### config.mk
export PLATFORM = sky130hd
export DESIGN_NAME = input_port_buffer
export DESIGN_NICKNAME = d
export VERILOG_FILES = /design/src/rtl/packet_pkg.sv /design/src/rtl/sync_fifo.sv /design/src/rtl/input_port_buffer.sv
export SDC_FILE = /design/constraint.sdc
export NUM_CORES = 1
export LEC_CHECK = 0
export CORE_UTILIZATION = 45
export DETAILED_ROUTE_END_ITERATION = 16
export PLACE_DENSITY_LB_ADDON = 0.1
export SYNTH_ARGS = -nofsm -noshare
export SYNTH_HDL_FRONTEND = slang
export SYNTH_SLANG_ARGS = --single-unit
### constraint.sdc
create_clock -name clk -period 3.6 [get_ports clk]
set_input_delay 0.36 -clock clk [delete_from_list [all_inputs] [get_ports clk]]
set_output_delay 0.36 -clock clk [all_outputs]
set_load 0.05 [all_outputs]
### src/rtl/packet_pkg.sv
// Shared types for the switch ingress path: FSM states, flit layout and
// header decode helper.
package packet_pkg;

    localparam int ADDR_WIDTH = 4;
    localparam int DATA_WIDTH = 32;

    typedef enum logic [1:0] {
        IDLE = 2'd0,
        REQ  = 2'd1,
        XFER = 2'd2,
        DROP = 2'd3
    } port_fsm_e;

    typedef struct packed {
        logic                  last;
        logic [DATA_WIDTH-1:0] data;
    } flit_t;

    // Destination mask lives in the low bits of the header flit.
    function automatic logic [ADDR_WIDTH-1:0] hdr_dst(flit_t f);
        return f.data[ADDR_WIDTH-1:0];
    endfunction

endpackage

### src/rtl/sync_fifo.sv
// Single-clock FIFO with a combinational head output. A pop frees its slot
// in the same cycle, so push is accepted at full when a pop happens too.
module sync_fifo #(
    parameter int WIDTH = 33,
    parameter int DEPTH = 16
) (
    input  logic             clk,
    input  logic             rst,
    input  logic             push,
    input  logic [WIDTH-1:0] push_data,
    input  logic             pop,
    output logic [WIDTH-1:0] head,
    output logic             full,
    output logic             empty
);

    localparam int AW = $clog2(DEPTH);

    logic [WIDTH-1:0] mem [DEPTH];
    logic [AW-1:0]    wr_ptr;
    logic [AW-1:0]    rd_ptr;
    logic [AW:0]      count;
    logic             do_push;
    logic             do_pop;

    assign do_pop  = pop && !empty;
    assign do_push = push && (!full || do_pop);
    assign full    = (count == (AW+1)'(DEPTH));
    assign empty   = (count == '0);
    assign head    = mem[rd_ptr];

    // Storage: contents are only meaningful below count, so no reset.
    always_ff @(posedge clk) begin
        if (do_push) mem[wr_ptr] <= push_data;
    end

    // Pointers wrap naturally at power-of-two DEPTH; count tracks occupancy.
    always_ff @(posedge clk or posedge rst) begin
        if (rst) begin
            wr_ptr <= '0;
            rd_ptr <= '0;
            count  <= '0;
        end else begin
            if (do_push) wr_ptr <= wr_ptr + 1'b1;
            if (do_pop)  rd_ptr <= rd_ptr + 1'b1;
            count <= count + (AW+1)'(do_push) - (AW+1)'(do_pop);
        end
    end

endmodule

### src/rtl/input_port_buffer.sv
// Store-and-forward ingress buffer for one switch input port. Requests the
// output arbiter once a whole packet is queued, streams it on grant, and
// silently drops packets whose header mask is zero.
module input_port_buffer import packet_pkg::*; #(
    parameter int DATA_WIDTH = packet_pkg::DATA_WIDTH,
    parameter int DEPTH      = 16,
    parameter int ADDR_WIDTH = packet_pkg::ADDR_WIDTH
) (
    input  logic                  clk,
    input  logic                  rst,
    input  logic                  in_valid,
    output logic                  in_ready,
    input  logic [DATA_WIDTH-1:0] in_data,
    input  logic                  in_last,
    output logic                  port_req,
    output logic [ADDR_WIDTH-1:0] port_dst,
    input  logic                  grant,
    output logic                  out_valid,
    output logic [DATA_WIDTH-1:0] out_data,
    output logic                  out_last,
    output logic [7:0]            drop_cnt,
    output logic                  err_overflow
);

    logic [DATA_WIDTH:0]      head;
    logic                     full;
    logic                     empty;
    logic                     push;
    logic                     pop;
    logic                     push_last;
    logic                     pop_last;
    logic [$clog2(DEPTH):0]   pkt_cnt;
    port_fsm_e                state;
    flit_t                    head_flit;
    logic [ADDR_WIDTH-1:0]    head_dst;

    // Once overflow is flagged the port stays closed until reset.
    assign in_ready  = !rst && !full && !err_overflow;
    assign push      = in_valid && in_ready;
    assign pop       = ((state == XFER) || (state == DROP)) && !empty;
    assign head_flit = head;
    assign head_dst  = hdr_dst(head_flit);
    assign push_last = push && in_last;
    assign pop_last  = pop && head_flit.last;

    sync_fifo #(
        .WIDTH (DATA_WIDTH + 1),
        .DEPTH (DEPTH)
    ) u_fifo (
        .clk       (clk),
        .rst       (rst),
        .push      (push),
        .push_data ({in_last, in_data}),
        .pop       (pop),
        .head      (head),
        .full      (full),
        .empty     (empty)
    );

    // Count of complete packets held in the FIFO.
    always_ff @(posedge clk or posedge rst) begin
        if (rst) begin
            pkt_cnt <= '0;
        end else if (push_last && !pop_last) begin
            pkt_cnt <= pkt_cnt + 1'b1;
        end else if (pop_last && !push_last) begin
            pkt_cnt <= pkt_cnt - 1'b1;
        end
    end

    // A full FIFO with no packet boundary can never drain: flag it, sticky.
    always_ff @(posedge clk or posedge rst) begin
        if (rst) begin
            err_overflow <= 1'b0;
        end else if (full && (pkt_cnt == '0)) begin
            err_overflow <= 1'b1;
        end
    end

    // Egress FSM: request, transfer or drop the packet at the FIFO head.
    always_ff @(posedge clk or posedge rst) begin
        if (rst) begin
            state     <= IDLE;
            port_req  <= 1'b0;
            port_dst  <= '0;
            out_valid <= 1'b0;
            out_last  <= 1'b0;
            out_data  <= '0;
            drop_cnt  <= '0;
        end else begin
            out_valid <= 1'b0;
            out_last  <= 1'b0;
            case (state)
                IDLE: begin
                    if (pkt_cnt != '0) begin
                        if (head_dst != '0) begin
                            state    <= REQ;
                            port_req <= 1'b1;
                            port_dst <= head_dst;
                        end else begin
                            state <= DROP;
                        end
                    end
                end
                REQ: begin
                    if (grant) state <= XFER;
                end
                XFER: begin
                    if (pop) begin
                        out_valid <= 1'b1;
                        out_data  <= head_flit.data;
                        out_last  <= head_flit.last;
                        // Request is held through the packet so crossbar selects stay put.
                        if (head_flit.last) begin
                            state    <= IDLE;
                            port_req <= 1'b0;
                            port_dst <= '0;
                        end
                    end
                end
                DROP: begin
                    if (pop_last) begin
                        if (drop_cnt != 8'hFF) drop_cnt <= drop_cnt + 1'b1;
                        state <= IDLE;
                    end
                end
                default: state <= IDLE;
            endcase
        end
    end

endmodule

==> results.py, run 1 <==
metrics = {
    "outcome": {
        "outcome": "completed",
    },
    "synthesis": {
        "synth_commonest_cells": "edfxtp_1 (528), mux4_2 (113), dfrtp_1 (68)",
        "synthCells": 1137,
        "synth_area_leaders": "edfxtp_1 (69%), mux4_2 (11%), dfrtp_1 (7.4%)",
        "yosysTopAreaCellShare": 0.6887,
        "ys_types": 45,
        "synth_edf_count": 528,
        "synthArstFlopShare": 0.1141,
        "synth_nets": 1192,
        "synth_warnings": 0,
        "synth-main-ff-cell": "edfxtp_1",
        "ys_ff_latch": 596,
        "yosysTopAreaCell": "edfxtp_1",
        "yosysMostFrequentCell": "edfxtp_1",
        "syn_avg_cell_area_um2": 20.25,
        "syn_area_um2": 23020,
        "yosysSeqAreaShare": 0.7626,
    },
    "layout": {
        "fin_nets": 1330,
        "post-route-util": 0.5360,
        "drive_gt1_frac": 0.2216,
        "fillCellCount": 3962,
        "area_growth_syn_to_layout_pct": 17.04,
        "num_antenna_cells": 0,
    },
    "route": {
        "routed_wl_um": 50270,
        "dr.pass1.iters": 4,
        "vias_per_cell": 5.534,
        "wl_per_cell_um": 25.15,
        "vias": 11063,
        "drcViolationCount": 0,
        "drt_iter0_markers": 778,
        "ant_nets": 0,
    },
    "place": {
        "hpwl_um": 29320,
        "gp_congestion": 0.7413,
        "pre_cts_ws_ns": 0.3694,
        "port_buffers": 85,
    },
    "sta": {
        "grt_setup_unrepaired": "no",
        "hold_viol": 0,
        "layout_setup_ws_ns": 0.4009,
        "fin_crit_sh": 0.8886,
        "tns_ns": 0,
        "slew_violations": 0,
        "finalSetupViolations": 0,
        "slew_headroom": 0.3466,
        "min_period_ns": 3.199,
        "worstMarginPinSlew_ns": 0.9727,
        "max_freq_mhz": 312.6,
        "fin_skew_ns": 0.01809,
    },
    "die": {
        "pin_count": 86,
        "die_h_um": 228.2,
        "rows": 82,
        "fp.dieArea_um2": 52070,
        "core-area_um2": 50270,
        "die_w_um": 228.2,
        "start_util": 0.4579,
    },
    "setup_path": {
        "rr_worst_depth": 11,
        "crit_chain": "mux4_2 -> mux4_2 -> nand2_1 -> ha_1 -> inv_1 -> fa_1 -> a21o_1 -> a21oi_1 -> xnor2_1 -> nor2_1 -> xor2_1",
        "r2r_start": "u_fifo.rd_ptr[2]",
        "arrival_ns": 3.69,
        "cp_max_fo": 11,
        "crit_path_end_kind": "register",
        "timing.rr.end": "pkt_cnt[4]",
        "cp.required_ns": 4.09,
        "slowest_delay_ns": 0.55,
        "path_class": "register to register",
        "start_kind": "register",
        "cp_slowest_cell": "mux4_2",
        "r2r_slack_ns": 0.40,
        "crit_top_cell": "mux4_2",
    },
    "flow_run": {
        "maxCapViolCount": 0,
    },
    "clock_network": {
        "cts_setup_buffers": 0,
        "cts_htree_levels": 2,
        "cts_buffer_depth": 3,
        "postCtsHoldBufs": 0,
        "cts.clk_slew.worst_paths_ns": 0.06,
        "clock-root-buffer": "clkbuf_16",
        "cts.sinks": 596,
        "cts_tree": "done",
        "cts_buffers": 60,
        "clock_latency_ns": 0.62,
        "post_cts_resized": 0,
    },
    "global_route": {
        "grt_first_pass_wirelength_um": 77080,
        "overflow": 0,
        "grt_start_max_net_pins": 101,
        "grt_usage": 0.2004,
        "grt_pass1_vias": 11904,
        "antenna_found_initial": 0,
    },
    "power": {
        "ir_drop_mv": 0.6417,
        "p_leak_nw": 9.107,
        "p_per_area_nw_per_um2": 807.2,
    },
    "worst_hold_path": {
        "hold_path_class": "input port to async pin",
    },
}
==> worst max path at each step <==
| stage | startpoint | end | depth (start not counted) |
|---|---|---|---|
| CTS | u_fifo.rd_ptr[2] | pkt_cnt[4] | 11 |
| floorplan | u_fifo.count[2] | u_fifo.mem[0][0] | 8 |
| global route | u_fifo.rd_ptr[2] | pkt_cnt[4] | 11 |
| detailed placement | u_fifo.rd_ptr[2] | pkt_cnt[4] | 11 |
| global placement | u_fifo.rd_ptr[2] | pkt_cnt[4] | 11 |
| finish | u_fifo.rd_ptr[2] | pkt_cnt[4] | 11 |
==> registers in the layout, summed over array words and instances, names as in the netlist <==
signal and count:
port_dst 4, port_req 1, drop_cnt 8, u_fifo.rd_ptr 4, out_valid 1, out_last 1
err_overflow 1, u_fifo.wr_ptr 4, out_data 32, u_fifo.count 5, state 2, pkt_cnt 5
u_fifo.mem 528
==> critical path: cells and delay by family, from the launching register on <==
kind | cells | cell delay, ns
buf+inv | 1 | 0.10
flops | 1 | 0.54
simple gates | 2 | 0.18
fa+ha+maj | 2 | 0.60
xor+xnor | 2 | 0.28
compound gates | 2 | 0.34
mux | 2 | 1.04
==> placed cells by master (no fill, tap or decap), types with 22 or more instances in the layout <==
master / instances
dfrtp_1: 64
mux2i_1: 61
clkbuf_16: 61
mux4_2: 113
o21ai_0: 40
clkdlybuf4s50_1: 85
nand2_1: 50
edfxtp_1: 528
buf_4: 42
o221ai_1: 22
==> report_power, final <==
| part | internal (mW) | switching, mW | total (mW) |
|---|---|---|---|
| clock | 3.72 | 2.57 | 6.29 |
| sequential | 8.20 | 0.478 | 8.68 |
| combinational | 2.90 | 3.87 | 6.77 |
==> per-stage QoR <==
step / total power, mW / hold slack (ns) / cell area, um2 / instances
2_1_floorplan: 13.58 / 0.4333 / 23030 / 1137
3_3_place_gp: 15.68 / 0.4625 / 24940 / 1885
3_5_place_dp: 15.73 / 0.4622 / 24940 / 1885
4_1_cts: 22.04 / 0.1453 / 26950 / 1999
5_1_grt: 22.84 / 0.1964 / 26950 / 1999
6_report: 21.75 / 0.1529 / 26950 / 1999
==> area by class of cell <==
type / count / area, um2 / area share
sequential: 596 / 17570 / 0.6519
clock buffer: 85 / 1707 / 0.06334
inverter: 12 / 46.29 / 0.001718
timing repair buffer: 134 / 1306 / 0.04848
multi-input combinational: 471 / 5175 / 0.1921
clock inverter: 29 / 304.0 / 0.01128
tap: 672 / 840.8 / 0.03120
==> metal layers <==
layer,vias to the layer above,GRT usage,wire length [um]
met2,228,0.3286,24390
met4,0,0.05201,865
met3,58,0.02900,2009
li1,4915,-,-
met5,-,0,0
met1,5862,0.2832,23010
==> cell families (layout without fill, tap and decap cells) <==
kind of cell / after synthesis / count (layout) / share of synthesized area
buffers and inverters: 70 / 260 / 0.01370
XOR/XNOR: 22 / 22 / 0.008369
AO/OA/AOI/OAI: 109 / 109 / 0.03326
flip-flops: 596 / 596 / 0.7626
AND/OR/NAND/NOR: 137 / 137 / 0.02919
multiplexers: 185 / 185 / 0.1424
adder cells (fa/ha/maj): 18 / 18 / 0.01043
Power figures use the tool's default switching activity.
==> inputs of run 2 (changes only) <==
--- a/config.mk
+++ b/config.mk
@@ -5,6 +5,7 @@
 export SDC_FILE = /design/constraint.sdc
 export NUM_CORES = 1
 export LEC_CHECK = 0
+export CORE_MARGIN = 1
 export CORE_UTILIZATION = 45
 export DETAILED_ROUTE_END_ITERATION = 16
 export PLACE_DENSITY_LB_ADDON = 0.1
==> results of run 2 <==
Final layout, timing and power as in run 1 (identical DEF).
